[src/rtl/global_buffer_pkg.sv]
// Shared GLB types and bank geometry constants.
// Latency: n/a (types and constants only).
// Backpressure: n/a.
package global_buffer_pkg;

   // Bank geometry defaults
   localparam int GLB_BANK_ADDR_WIDTH  = 17;
   localparam int GLB_BANK_DATA_WIDTH  = 64;
   localparam int GLB_BANK_BYTE_OFFSET = 3;

   // Bank stream reader job state
   typedef enum logic [1:0] {
      RD_IDLE,
      RD_ISSUE,
      RD_DRAIN,
      RD_DONE
   } rd_state_e;

endpackage

[src/rtl/glb_sync_fifo.sv]
// Small synchronous FIFO with register-array storage.
// Latency: a word pushed in cycle t is visible on pop_data in cycle t+1.
// Backpressure: push ignored when full unless a pop happens in the same cycle; pop ignored when empty.
//
// Ports: clk, reset (async, active-high); push/push_data write side; pop/pop_data read side
// (pop_data shows the head entry); full, empty, count status.
module glb_sync_fifo #(
   parameter int WIDTH = 8,
   parameter int DEPTH = 4
) (
   input  logic                     clk,
   input  logic                     reset,
   input  logic                     push,
   input  logic [WIDTH-1:0]         push_data,
   input  logic                     pop,
   output logic [WIDTH-1:0]         pop_data,
   output logic                     full,
   output logic                     empty,
   output logic [$clog2(DEPTH):0]   count
);

   localparam int AW = $clog2(DEPTH);

   logic [WIDTH-1:0] mem [DEPTH];
   logic [AW-1:0]    wr_ptr;
   logic [AW-1:0]    rd_ptr;
   logic             do_push;
   logic             do_pop;

   assign empty    = (count == '0);
   assign full     = (count == (AW+1)'(DEPTH));
   assign do_pop   = pop && !empty;
   // When full, the entry being popped frees the slot the push writes into.
   assign do_push  = push && (!full || do_pop);
   assign pop_data = mem[rd_ptr];

   always_ff @(posedge clk or posedge reset) begin
      if (reset) begin
         wr_ptr <= '0;
         rd_ptr <= '0;
         count  <= '0;
         for (int i = 0; i < DEPTH; i++) begin
            mem[i] <= '0;
         end
      end else begin
         if (do_push) begin
            mem[wr_ptr] <= push_data;
            wr_ptr      <= wr_ptr + 1'b1;
         end
         if (do_pop) begin
            rd_ptr <= rd_ptr + 1'b1;
         end
         count <= count + (AW+1)'(do_push) - (AW+1)'(do_pop);
      end
   end

endmodule

[src/rtl/glb_bank_stream_reader.sv]
// Packet-read initiator for one GLB bank: turns a (start, stride, count) job into bank reads
// and streams the returned words out. Latency: request t -> bank return t+3 -> strm_valid t+4.
// Backpressure: strm_ready stalls the return FIFO; credits stop issue before the FIFO could overflow.
//
// Ports: clk, reset (async, active-high); cfg_start/cfg_start_addr/cfg_stride/cfg_num_words job setup;
// busy, done (1-cycle), err (sticky); bank_cfg_busy blocks issue; packet_rd_en/packet_rd_addr requests;
// packet_rd_data/packet_rd_data_valid returns; strm_data/strm_valid/strm_ready/strm_last output stream;
// perf_stall_cnt stall counter, present only when GLB_RD_PERF_CNT_EN is defined (otherwise tied to 0).
module glb_bank_stream_reader
   import global_buffer_pkg::*;
#(
   parameter int BANK_ADDR_WIDTH  = GLB_BANK_ADDR_WIDTH,
   parameter int BANK_DATA_WIDTH  = GLB_BANK_DATA_WIDTH,
   parameter int BANK_BYTE_OFFSET = GLB_BANK_BYTE_OFFSET,
   parameter int RD_LATENCY       = 3,
   parameter int FIFO_DEPTH       = 4
) (
   input  logic                        clk,
   input  logic                        reset,
   input  logic                        cfg_start,
   input  logic [BANK_ADDR_WIDTH-1:0]  cfg_start_addr,
   input  logic [7:0]                  cfg_stride,
   input  logic [15:0]                 cfg_num_words,
   output logic                        busy,
   output logic                        done,
   output logic                        err,
   input  logic                        bank_cfg_busy,
   output logic                        packet_rd_en,
   output logic [BANK_ADDR_WIDTH-1:0]  packet_rd_addr,
   input  logic [BANK_DATA_WIDTH-1:0]  packet_rd_data,
   input  logic                        packet_rd_data_valid,
   output logic [BANK_DATA_WIDTH-1:0]  strm_data,
   output logic                        strm_valid,
   input  logic                        strm_ready,
   output logic                        strm_last,
   output logic [31:0]                 perf_stall_cnt
);

   localparam int CW = $clog2(FIFO_DEPTH) + 1;

   // RD_LATENCY only documents the bank; the credit scheme works for any latency.
   if (FIFO_DEPTH < 2 || (FIFO_DEPTH & (FIFO_DEPTH - 1)) != 0 || RD_LATENCY < 1) begin : g_param_check
      $error("glb_bank_stream_reader: FIFO_DEPTH must be a power of two >= 2, RD_LATENCY >= 1");
   end

   rd_state_e                   state_q, state_d;
   logic [BANK_ADDR_WIDTH-1:0]  addr_q;
   logic [BANK_ADDR_WIDTH-1:0]  stride_bytes;
   logic [7:0]                  stride_q;
   logic [15:0]                 issue_rem_q;
   logic [15:0]                 ret_rem_q;
   logic [CW-1:0]               outstanding_q;
   logic [CW-1:0]               fifo_count;
   logic [CW:0]                 credit_used;
   logic                        credit_ok;
   logic                        start_accept;
   logic                        issue;
   logic                        pop;
   logic                        ret_ok;
   logic                        fifo_full;
   logic                        fifo_empty;
   logic [BANK_DATA_WIDTH:0]    fifo_dout;
   logic                        head_last;
   logic                        err_q;

   assign start_accept = (state_q == RD_IDLE) && cfg_start;
   assign stride_bytes = BANK_ADDR_WIDTH'(stride_q) << BANK_BYTE_OFFSET;

   // Every word either in flight or sitting in the FIFO holds a credit. The word leaving the
   // FIFO this cycle releases its slot long before a request issued now can return, which is
   // what lets the reader sustain one word per cycle with a FIFO only RD_LATENCY+1 deep.
   assign credit_used = {1'b0, outstanding_q} + {1'b0, fifo_count};
   assign credit_ok   = credit_used < ((CW+1)'(FIFO_DEPTH) + (CW+1)'(pop));

   // Returns are only legal against an outstanding request and with room in the FIFO.
   assign ret_ok = packet_rd_data_valid && (outstanding_q != '0) && (!fifo_full || pop);

   assign strm_valid = !fifo_empty;
   assign pop        = strm_valid && strm_ready;
   assign head_last  = fifo_dout[BANK_DATA_WIDTH];
   assign strm_data  = fifo_dout[BANK_DATA_WIDTH-1:0];
   assign strm_last  = strm_valid && head_last;

   assign packet_rd_en   = issue;
   assign packet_rd_addr = addr_q;
   assign err            = err_q;

   always_comb begin
      state_d = state_q;
      issue   = 1'b0;
      busy    = 1'b0;
      done    = 1'b0;
      case (state_q)
         RD_IDLE: begin
            if (cfg_start) begin
               state_d = (cfg_num_words == 16'd0) ? RD_DONE : RD_ISSUE;
            end
         end
         RD_ISSUE: begin
            busy  = 1'b1;
            issue = (issue_rem_q != 16'd0) && !bank_cfg_busy && credit_ok;
            if (issue && issue_rem_q == 16'd1) begin
               state_d = RD_DRAIN;
            end
         end
         RD_DRAIN: begin
            busy = 1'b1;
            if (pop && head_last) begin
               state_d = RD_DONE;
            end
         end
         RD_DONE: begin
            busy    = 1'b1;
            done    = 1'b1;
            state_d = RD_IDLE;
         end
         default: state_d = RD_IDLE;
      endcase
   end

   always_ff @(posedge clk or posedge reset) begin
      if (reset) begin
         state_q       <= RD_IDLE;
         addr_q        <= '0;
         stride_q      <= '0;
         issue_rem_q   <= '0;
         ret_rem_q     <= '0;
         outstanding_q <= '0;
         err_q         <= 1'b0;
      end else begin
         state_q       <= state_d;
         outstanding_q <= outstanding_q + CW'(issue) - CW'(ret_ok);
         if (start_accept) begin
            addr_q      <= {cfg_start_addr[BANK_ADDR_WIDTH-1:BANK_BYTE_OFFSET], {BANK_BYTE_OFFSET{1'b0}}};
            stride_q    <= cfg_stride;
            issue_rem_q <= cfg_num_words;
            ret_rem_q   <= cfg_num_words;
            err_q       <= packet_rd_data_valid && !ret_ok;
         end else begin
            if (issue) begin
               addr_q      <= addr_q + stride_bytes;
               issue_rem_q <= issue_rem_q - 16'd1;
            end
            if (ret_ok) begin
               ret_rem_q <= ret_rem_q - 16'd1;
            end
            if (packet_rd_data_valid && !ret_ok) begin
               err_q <= 1'b1;
            end
         end
      end
   end

   // Returns arrive in request order, so the last accepted return is the job's final word.
   glb_sync_fifo #(
      .WIDTH (BANK_DATA_WIDTH + 1),
      .DEPTH (FIFO_DEPTH)
   ) u_ret_fifo (
      .clk       (clk),
      .reset     (reset),
      .push      (ret_ok),
      .push_data ({(ret_rem_q == 16'd1), packet_rd_data}),
      .pop       (pop),
      .pop_data  (fifo_dout),
      .full      (fifo_full),
      .empty     (fifo_empty),
      .count     (fifo_count)
   );

`ifdef GLB_RD_PERF_CNT_EN
   logic        stall;
   logic [31:0] perf_q;

   assign stall = (state_q == RD_ISSUE) && (issue_rem_q != 16'd0) && !issue;

   always_ff @(posedge clk or posedge reset) begin
      if (reset) begin
         perf_q <= '0;
      end else if (start_accept) begin
         perf_q <= '0;
      end else if (stall && perf_q != 32'hFFFF_FFFF) begin
         perf_q <= perf_q + 32'd1;
      end
   end

   assign perf_stall_cnt = perf_q;
`else
   assign perf_stall_cnt = 32'd0;
`endif

endmodule

[config.mk]
export PLATFORM = sky130hd
export DESIGN_NAME = glb_bank_stream_reader
export DESIGN_NICKNAME = d
export VERILOG_FILES = /design/src/rtl/global_buffer_pkg.sv /design/src/rtl/glb_sync_fifo.sv /design/src/rtl/glb_bank_stream_reader.sv
export SDC_FILE = /design/constraint.sdc
export NUM_CORES = 1
export LEC_CHECK = 0
export CORE_UTILIZATION = 40
export CTS_CLUSTER_DIAMETER = 200
export CTS_CLUSTER_SIZE = 8
export DETAILED_ROUTE_END_ITERATION = 10
export HOLD_SLACK_MARGIN = 0.1
export PLACE_DENSITY = 0.63
export SLEW_MARGIN = 20
export SYNTH_ARGS = -nofsm -noshare
export SYNTH_HDL_FRONTEND = slang
export SYNTH_SLANG_ARGS = --single-unit
[constraint.sdc]
create_clock -name clk -period 18.2 [get_ports clk]
set_input_delay 3.64 -clock clk [delete_from_list [all_inputs] [get_ports clk]]
set_output_delay 3.64 -clock clk [all_outputs]
set_load 0.02 [all_outputs]
## Word level (Yosys, flattened, before mapping)

Index checks and enable logic that the tools add are counted.

- Flip-flop bits (word level): 330
- Output and inout bits: 119
- Word-level logic and storage cells: 91
- Input port bits: 111

- Mux-type cells: 22
- Order comparisons: 4
- $add $sub $neg: 11
- Eq/ne operators: 9
- Reduce and logical (&&, ||, !) cells: 29
- Bitwise gates (word level): 2

Operators with widths:

| cell | count |
|---|---|
| $bwmux 260 | 1 |
| $mux 65 | 3 |
| $bmux 65 s2 | 1 |
| $demux 65 s2 | 1 |
| $mux 16 | 4 |
| $mux 17 | 2 |
| $eq 16x1->1 const B | 2 |
| $sub 16x1->16 const B | 2 |
| $add 17x11->17 | 1 |
| $logic_not 16->1 | 1 |
| $reduce_bool 16->1 | 1 |
| $logic_and 1x1->1 | 13 |
| $mux 2 | 4 |
| $pmux 2 s4 | 1 |
| $add 3x1->3 | 2 |
| $ge 3x3->1 const B | 2 |
| $ne 2x2->1 const B | 3 |
| $not 2->3 | 2 |
| $reduce_bool 2->1 | 3 |
| $sub 3x1->3 | 2 |
| $mux 1 | 5 |
| $add 2x1->2 const B | 2 |
| $add 3x1->4 const A | 1 |
| $add 3x3->4 | 1 |
| 12 further kinds | 17 |

## Longest topological paths before layout

Gate-level depths: netlist of run 1.

- Depth after elaboration: 9
- Gate-level depth with buffers: 12
- Gate-level depth less buffers: 11

## Cells and area by module

Synthesis of run 1 repeated with hierarchy kept, for this count alone.

- Cells, all modules: 1114
- Area, all modules: 15663.8 um^2

By module, submodules not included:

| module | seq. area each (um^2) | area an instance (um^2) | cells an instance | times used |
|---|---|---|---|---|
| glb_sync_fifo | 6681.4 | 11691.2 | 667 | 1 |
| glb_bank_stream_reader | 1501.4 | 3972.6 | 447 | 1 |

## Worst setup path after synthesis of run 1

No wires, ideal clock.

- Kind: input to output
- From: input port strm_ready
- To: output port packet_rd_en
- Buffers on the path: 1
- Arrival: 4788 ps
- Data required time: 14560 ps
- Slack: 9772 ps
- Stages on the path: 5
- Cell sequence: o31a_1 -> a21oi_1 -> a2111o_1 -> nor2_2 -> buf_6

- Word-level cells in the longest chain between the ends: 5

RTL lines:

| item | line | text |
|---|---|---|
| start: declaration | glb_bank_stream_reader.sv:34 | `input logic strm_ready,` |
| $logic_and 1x1->1 | glb_bank_stream_reader.sv:79 | `assign pop = strm_valid && strm_ready;` |
| $add 3x1->4 | glb_bank_stream_reader.sv:73 | `assign credit_ok = credit_used < ((CW+1)'(FIFO_DEPTH) + (CW+1)'(pop));` |
| $lt 4x4->1 | glb_bank_stream_reader.sv:73 |  |
| $logic_and 1x1->1 | glb_bank_stream_reader.sv:101 | `issue = (issue_rem_q != 16'd0) && !bank_cfg_busy && credit_ok;` |
| $mux 1 | glb_bank_stream_reader.sv:93 | `case (state_q)` |
| end: declaration | glb_bank_stream_reader.sv:28 | `output logic packet_rd_en,` |

Every way passes these cells.

## Worst setup path in the final report of run 1

Same ends and word-level chain as after synthesis.

==> metrics, run 1 <==
Clock transition at path regs=50 ps; Post-synth EDFFs=0; Net Sw Power=1344 uW; clock skew=12.87 ps; via count=9412; CP startpoint kind=input pin; clk_lat worst skew=560 ps; r2r setup slk=14830 ps; Commonest cells post-synth=dfrtp_1, mux2_2, mux4_2; Sink Count=327; initial antenna violation count=0; # hold bufs at CTS=0; power density over the cells=205.0 nW/um2; Port Buffers=191; Fin Setup TNS=0 ps; CTS buffer count=46; Overflow after GRT=0; largest net degree at the start of global routing=133; Hold Crit Class=flip-flop to flip-flop; peak supply drop=0.08668 mV; cell taking the most area after synthesis=dfrtp_1; Slew Limit Headroom=0.3645; Max Clk Rate=101.2 MHz; Met2 Wirelength=16.53 mm; Synth area leaders=dfrtp_1, mux2_2, mux4_2, ha_1, xnor2_1; nets@finish=1420; RSZ-0062 raised after global routing=false; Starting Density=0.4074; Post-Route WL=34.36 mm; Worst R2R End=outstanding_q[2]$_DFF_PP0_; Hold Path Sink=u_ret_fifo.mem[80]$_DFFE_PP0P_; status=complete, no violations; clock power share=0.192; synth unique cells=58; CTS Buffer Depth=3; cells after synthesis=1084; HPWL Detailed=21.28 mm; minimum clock period=9878 ps; gpl congestion=0.8036; CTS resizes=0; most common cell in the netlist=dfrtp_1; Metal-1 WL=15.06 mm; Leak=0.007799 uW; FF-to-FF Start=u_ret_fifo.count[0]$_DFF_PP0_; Least-Margin Pin Slew=953.3 ps; share of the synthesized area in the top cell type=0.5320; Max-cap violations=0; DRT Pass-1 Iters=4; fin area=18910 um2; critical path fanouts, max=15; Final setup viols=0; Slew Limit Fails=0; Worst setup EP type=primary output; switching share of power=0.3468; Setup CP Type=input pin to primary output; metal3 WL=2.089 mm; CTS tree=done; Seq/Total Area, Yosys=0.5320; Most used DFF post-synth=dfrtp_1; Seq pwr share=0.348; die width=198.1 um; Total GRT Usage=0.1804; synthesized cell area=15380 um2; ys async rst share=1.000; Arr. time, crit path=6240 ps; yosys synthesis warning count=0; Site Rows=71; drt drc=0; Post-CTS Setup Inserts=0; synthesis-to-finish area growth=22.95%; ANT cells=0; top sig layer=met4; #FFs+latches synth=327; core area=37760 um2; Min-Delay Startpoint=u_ret_fifo.mem[80]$_DFFE_PP0P_; Die Y=198.1 um; fin crit share=0.5428; syn_area_per_cell=14.19 um2; vias in the first global route=9991; htree depth=2; DR vias/cell=5.252; Final Hold Viols=0; global-route wire length before repair=54.83 mm; die area=39240 um2; CTS root buffer=clkbuf_16; Placed Area=17710 um2; I/O pin total=230; Logic pwr share=0.460; DRT antenna net count=0; Routed wire per std cell=19.17 um; Reg2Reg Depth=12; internal power=2532 uW; drt initial violations=255; CP required=14560 ps; hold path depth=1; share of layout cells above drive strength 1=0.3240
cell usage in the layout, fill, tap and decap left out, types with 3 or more instances in the layout:
cell and instances:
fa_1 4, buf_4 11, inv_1 21, clkbuf_16 46, nor2_1 50, clkdlybuf4s50_1 191, xnor2_1 31, o21ai_0 7
o211ai_1 3, conb_1 35, mux4_2 65, or3_1 6, mux2_2 268, xor2_1 15, ha_1 28, o2111ai_1 3
nand2_1 18, nand2_4 4, and2_1 3, a21oi_1 48, nand3_1 11, nor3_1 15, mux2i_1 9, dfrtp_1 325
clkbuf_1 3, nor4_1 14
flip-flops by register name (all words and copies together), names as in the netlist:
signal             cells
u_ret_fifo.wr_ptr      2
u_ret_fifo.count       3
state_q                2
u_ret_fifo.mem       260
ret_rem_q             16
issue_rem_q           16
outstanding_q          3
packet_rd_addr        14
u_ret_fifo.rd_ptr      2
stride_q               8
err                    1
layer usage:
layer  vias up  global-route usage
met1      4903              0.2374
met5         -                   0
met4         0             0.06029
met2       213              0.2906
li1       4249                   -
met3        47             0.04548
cell type report:
cell class / count / area (um2)
clock buffer: 49 / 1162
clock inverter: 3 / 33.78
fill: 3241 / 18840
inverter: 22 / 90.09
multi-input combinational: 677 / 6789
sequential: 327 / 8190
tap: 511 / 639.4
timing repair buffer: 203 / 2006
critical path, cell delays in order:
cell	delay [ps]
clkdlybuf4s50_1	480
o31a_1	260
a21oi_1	140
a2111o_1	650
nor2_2	180
buf_4	240
clkdlybuf4s50_1	640
worst max path at each step:
stage | depth (start not counted) | start | slack [ps] | end
floorplan | 1 | reset | 5510 | err$_DFFE_PP0P_
global placement | 7 | strm_ready | 8310 | packet_rd_en
detailed placement | 7 | strm_ready | 8300 | packet_rd_en
CTS | 7 | strm_ready | 8290 | packet_rd_en
global route | 7 | strm_ready | 8170 | packet_rd_en
finish | 7 | strm_ready | 8320 | packet_rd_en
power by group through the flow:
| stage | Combinational [uW] | Sequential (uW) | Clock [uW] |
|---|---|---|---|
| 6_report | 1780 | 1350 | 746 |
| 5_1_grt | 1930 | 1410 | 796 |
| 4_1_cts | 1810 | 1350 | 773 |
| 3_5_place_dp | 1800 | 1360 | 0 |
| 3_3_place_gp | 1770 | 1340 | 0 |
| 2_1_floorplan | 1270 | 1270 | 0 |
metrics by stage:
step / hold slack, ps / total power [uW] / utilization / setup slack (ps) / instances
finish: 496.3 / 3876 / 0.5009 / 8322 / 1792
global route: 500.1 / 4126 / 0.5009 / 8165 / 1792
CTS: 497.8 / 3937 / 0.5008 / 8290 / 1792
detailed placement: 487.0 / 3165 / 0.4691 / 8298 / 1740
global placement: 481.6 / 3118 / 0.4691 / 8312 / 1740
floorplan: 473.9 / 2537 / - / 5505 / 1118
cells by family (layout without fill, tap and decap cells):
group,count (synthesis),after routing,share of synthesized area
AO/OA/AOI/OAI,75,75,0.03026
XOR/XNOR,46,46,0.02619
adder cells (fa/ha/maj),32,32,0.02798
buffers and inverters,114,277,0.03734
flip-flops,327,327,0.5320
multiplexers,342,342,0.2972
other,1,35,0.0002438
AND/OR/NAND/NOR,147,147,0.04873
No activity file was read; power rests on OpenSTA's default activity.
==> inputs of run 2 (changes only) <==
Clock period 18.2 ns to 10.1 ns, I/O delays scaled along.
==> metrics, run 2 (synthesis results as in run 1) <==
Hold Path Sink=u_ret_fifo.mem[104]$_DFFE_PP0P_; most frequent cells in the layout=dfrtp_1, mux2_2, clkdlybuf4s50_1, mux4_2, nor2_1; Final Hold Viols=0; Leak=0.007806 uW; HPWL Detailed=20.91 mm; max FFs per register=260; Placed Area=17720 um2; minimum clock period=6649 ps; # hold bufs at CTS=0; peak supply drop=0.1580 mV; Post-CTS Setup Inserts=0; I/O pin total=230; Slew Limit Headroom=0.3065; r2r setup slk=6690 ps; drt drc=0; Reg2Reg Depth=12; Arr. time, crit path=4630 ps; Sink Count=327; CP startpoint kind=input pin; fin crit share=0.6583; power density over the cells=369.6 nW/um2; global-route wire length before repair=54.15 mm; CTS root buffer=clkbuf_16; Site Rows=71; Total GRT Usage=0.1784; largest net degree at the start of global routing=169; fillcell total=3277; via count=9360; DRT Pass-1 Iters=4; nets@finish=1420; Fin Setup TNS=0 ps; Max-cap violations=0; Max Clk Rate=150.4 MHz; Logic pwr share=0.460; die area=39240 um2; die width=198.1 um; Worst Hold Slack=496.9 ps; critical path fanouts, max=15; status=complete, no violations; CTS buffer count=46; DRT antenna net count=0; Worst R2R End=outstanding_q[2]$_DFF_PP0_; Clock transition at path regs=50 ps; Slew Limit Fails=0; initial antenna violation count=2; Starting Density=0.4074; CTS tree=done; share of layout cells above drive strength 1=0.3242; Top reg by flops=u_ret_fifo.mem; CP required=8080 ps; gpl congestion=0.7829; Final setup viols=0; Overflow after GRT=0; clk_lat worst skew=560 ps; FF-to-FF Start=u_ret_fifo.count[0]$_DFF_PP0_; most common cell after layout, fill and taps aside=dfrtp_1; Net Sw Power=2420 uW; ANT cells=0; Setup CP Type=input pin to primary output; biggest regs=u_ret_fifo.mem: 260 flops, issue_rem_q: 16 flops, ret_rem_q: 16 flops; hold path depth=1; Crit. Startpoint=strm_ready; RSZ-0062 raised after global routing=false; drt initial violations=300; synthesis-to-finish area growth=23.09%; switching share of power=0.3459; Post-Route WL=33.48 mm; Die Y=198.1 um; Port Buffers=191; Seq pwr share=0.345; clock skew=19.69 ps; vias in the first global route=9948; htree depth=2; Worst setup EP type=primary output; internal power=4577 uW; Least-Margin Pin Slew=1038 ps; Hold Crit Class=flip-flop to flip-flop; clock power share=0.194; Min-Delay Startpoint=u_ret_fifo.mem[104]$_DFFE_PP0P_; fin area=18930 um2; DR vias/cell=5.226; Routed wire per std cell=18.69 um; CTS Buffer Depth=3; CTS resizes=0; core area=37760 um2
-- run 2: power groups by stage --
stage / clock network [uW] / registers [uW] / logic (uW)
2_1_floorplan: 0 / 2290 / 2280
3_3_place_gp: 0 / 2410 / 3210
3_5_place_dp: 0 / 2440 / 3260
4_1_cts: 1410 / 2420 / 3280
5_1_grt: 1460 / 2510 / 3490
6_report: 1360 / 2420 / 3220
-- run 2: worst max path at each step --
| stage | endpoint | slack (ps) | cells past startpoint |
|---|---|---|---|
| 6_report | packet_rd_en | 3450 | 7 |
| 3_5_place_dp | packet_rd_en | 3450 | 7 |
| 2_1_floorplan | err$_DFFE_PP0P_ | 3720 | 1 |
| 4_1_cts | packet_rd_en | 3440 | 7 |
| 5_1_grt | packet_rd_en | 3350 | 7 |
| 3_3_place_gp | packet_rd_en | 3460 | 7 |
-- run 2: routing by layer --
| layer | vias up | GRT usage | wire (um) |
|---|---|---|---|
| met5 | - | 0 | 13 |
| met4 | 2 | 0.05111 | 687 |
| met3 | 52 | 0.05689 | 2018 |
| met2 | 190 | 0.2877 | 15990 |
| met1 | 4867 | 0.2300 | 14760 |
| li1 | 4249 | - | - |
-- run 2: through the flow --
stage | worst slack, ps | utilization | instances | total power [uW]
after floorplan | 3715 | - | 1118 | 4573
after global placement | 3455 | 0.4693 | 1740 | 5620
after detailed placement | 3453 | 0.4693 | 1740 | 5700
after CTS | 3439 | 0.5014 | 1791 | 7113
after global routing | 3353 | 0.5014 | 1791 | 7463
final | 3451 | 0.5014 | 1791 | 6997
-- run 2: final cells by class --
class                           count  area (um2)  area share
Inverter                           22       86.33    0.004560
Multi-Input combinational cell    677        6789      0.3586
Timing Repair Buffer              203        2014      0.1064
Clock buffer                       49        1184     0.06252
Sequential cell                   327        8190      0.4326
Tap cell                          511       639.4     0.03377
Clock inverter                      2       28.78    0.001520
-- run 2: critical path, cell delays in order --
cell and delay (ps):
clkdlybuf4s50_1 480, o31a_1 260, a21oi_1 130, a2111o_1 650, nor2_2 190, buf_4 240, clkdlybuf4s50_1 650
==> inputs of run 3 (changes only) <==
Settings changed: PLACE_DENSITY 0.63 to 0.65.
Clock period 10.1 ns to 6 ns, I/O delays scaled along.
==> metrics, run 3 (synthesis results as in run 1) <==
Overflow after GRT=0; DRT Pass-1 Iters=4; share of layout cells above drive strength 1=0.3247; peak supply drop=0.3713 mV; I/O pin total=230; Post-Route WL=33.95 mm; Slew Limit Fails=0; fillcell total=3289; area of the multi-input gates=6789 um2; HPWL Detailed=21.01 mm; M3 GR Usage=0.05110; CTS root buffer=clkbuf_16; nets@finish=1421; Reg2Reg Depth=12; DRT antenna net count=0; CP startpoint kind=input pin; CTS tree=done; Worst setup EP type=primary output; Final setup viols=0; Max Clk Rate=205.7 MHz; largest net degree at the start of global routing=190; RSZ-0062 raised after global routing=false; # hold bufs at CTS=0; max FFs per register=260; ANT cells=0; Total GRT Usage=0.1795; clk_lat worst skew=560 ps; fin util=0.5023; most common cell after layout, fill and taps aside=dfrtp_1; Worst Hold Slack=492.0 ps; most frequent CP cell=clkdlybuf4s50_1; Setup CP Type=input pin to primary output; FF-to-FF Start=u_ret_fifo.count[0]$_DFF_PP0_; CTS Buffer Depth=3; CTS resizes=0; r2r setup slk=2510 ps; die area=39240 um2; critical path fanouts, max=15; Min-Delay Startpoint=err$_DFFE_PP0P_; Max-cap violations=0; Site Rows=71; vias in the first global route=9921; power density over the cells=621.0 nW/um2; Top reg by flops=u_ret_fifo.mem; grt peak-use layer=met2; worst-path cell chain=clkdlybuf4s50_1 -> o31a_1 -> a21oi_1 -> a2111o_1 -> nor2_2 -> clkdlybuf4s50_1; fin crit share=0.8103; CP required=4800 ps; Routed wire per std cell=18.95 um; Starting Density=0.4074; Least-Margin Pin Slew=977.5 ps; htree depth=2; most frequent cells in the layout=dfrtp_1, mux2_2, clkdlybuf4s50_1, mux4_2, nor2_1; CTS buffer count=46; die width=198.1 um; Critical-path top delay cell=a2111o_1; global-route wire length before repair=54.43 mm; grt met2 use=0.2895; Hold Path Sink=err$_DFFE_PP0P_; Final Hold Viols=0; Die Y=198.1 um; Worst Path Buf+Inv=2; core area=37760 um2; Hold Crit Class=flip-flop to flip-flop; Setup WS pre-CTS=1152 ps; hold path depth=2; minimum clock period=4862 ps; synthesis-to-finish area growth=23.30%; met1 GRT Util=0.2304; DR vias/cell=5.222; Arr. time, crit path=3660 ps; status=complete, no violations; Leak=0.007816 uW; Port Buffers=191; Worst path top cell family by delay=buffers and inverters; Clock transition at path regs=50 ps; Worst path max stage delay=660 ps; PnR worst setup slack=1138 ps; clock skew=19.53 ps; biggest regs=u_ret_fifo.mem: 260 flops, issue_rem_q: 16 flops, ret_rem_q: 16 flops; gpl congestion=0.7848; drt drc=0; Sink Count=327; drt initial violations=315; Post-CTS Setup Inserts=0; Fin Setup TNS=0 ps; Sequential Area=8190 um2; Slew Limit Headroom=0.3483; via count=9357; initial antenna violation count=2; Worst R2R End=outstanding_q[2]$_DFF_PP0_
[run 3: changes by cell type in the layout (fill, tap and decap cells not counted), sizes merged]
cell and change:
clkinv +1, clkbuf -1, buf +1
[run 3: layout make-up]
| class | instances | share of cell area |
|---|---|---|
| sequential | 327 | 0.4319 |
| multi-input combinational | 677 | 0.3580 |
| timing repair buffer | 204 | 0.1090 |
| clock buffer | 48 | 0.06109 |
| tap | 511 | 0.03371 |
| inverter | 22 | 0.004552 |
| clock inverter | 3 | 0.001781 |
[run 3: where the power goes]
part	switching, uW	internal [uW]	total [uW]
Clock	902	1350	2250
Sequential	764	3340	4100
Combinational	2410	3010	5420
Total	4080	7700	11800
[run 3: worst max path at each step]
stage / endpoint / cells after the start / slack [ps] / from
final: packet_rd_en / 6 / 1140 / strm_ready
after CTS: packet_rd_en / 6 / 1140 / strm_ready
after global placement: packet_rd_en / 6 / 1170 / strm_ready
after global routing: packet_rd_en / 6 / 1000 / strm_ready
after floorplan: err$_DFFE_PP0P_ / 1 / 440 / reset
after detailed placement: packet_rd_en / 6 / 1150 / strm_ready
[run 3: per-stage QoR]
stage	std cells	total power [uW]	area, um2
3_3_place_gp	1740	9479	17740
2_1_floorplan	1118	7697	15510
5_1_grt	1792	12550	18960
6_report	1792	11780	18960
3_5_place_dp	1740	9620	17740
4_1_cts	1791	11960	18940
[run 3: worst reg2reg max path: stages, from the launching register on]
cell      delay (ps)
dfrtp_1          420
ha_1             240
fa_1             440
nor2_1           110
a21oi_1          100
a2111o_1         660
nor2_2           260
buf_4            260
ha_1             180
inv_1             50
fa_1             380
xnor2_1          150
xnor2_1          120
[run 3: metal layers]
metal | vias up | wire (um)
met5 | - | 28
met4 | 4 | 787
met3 | 61 | 2303
met2 | 212 | 16360
met1 | 4840 | 14470
li1 | 4240 | -
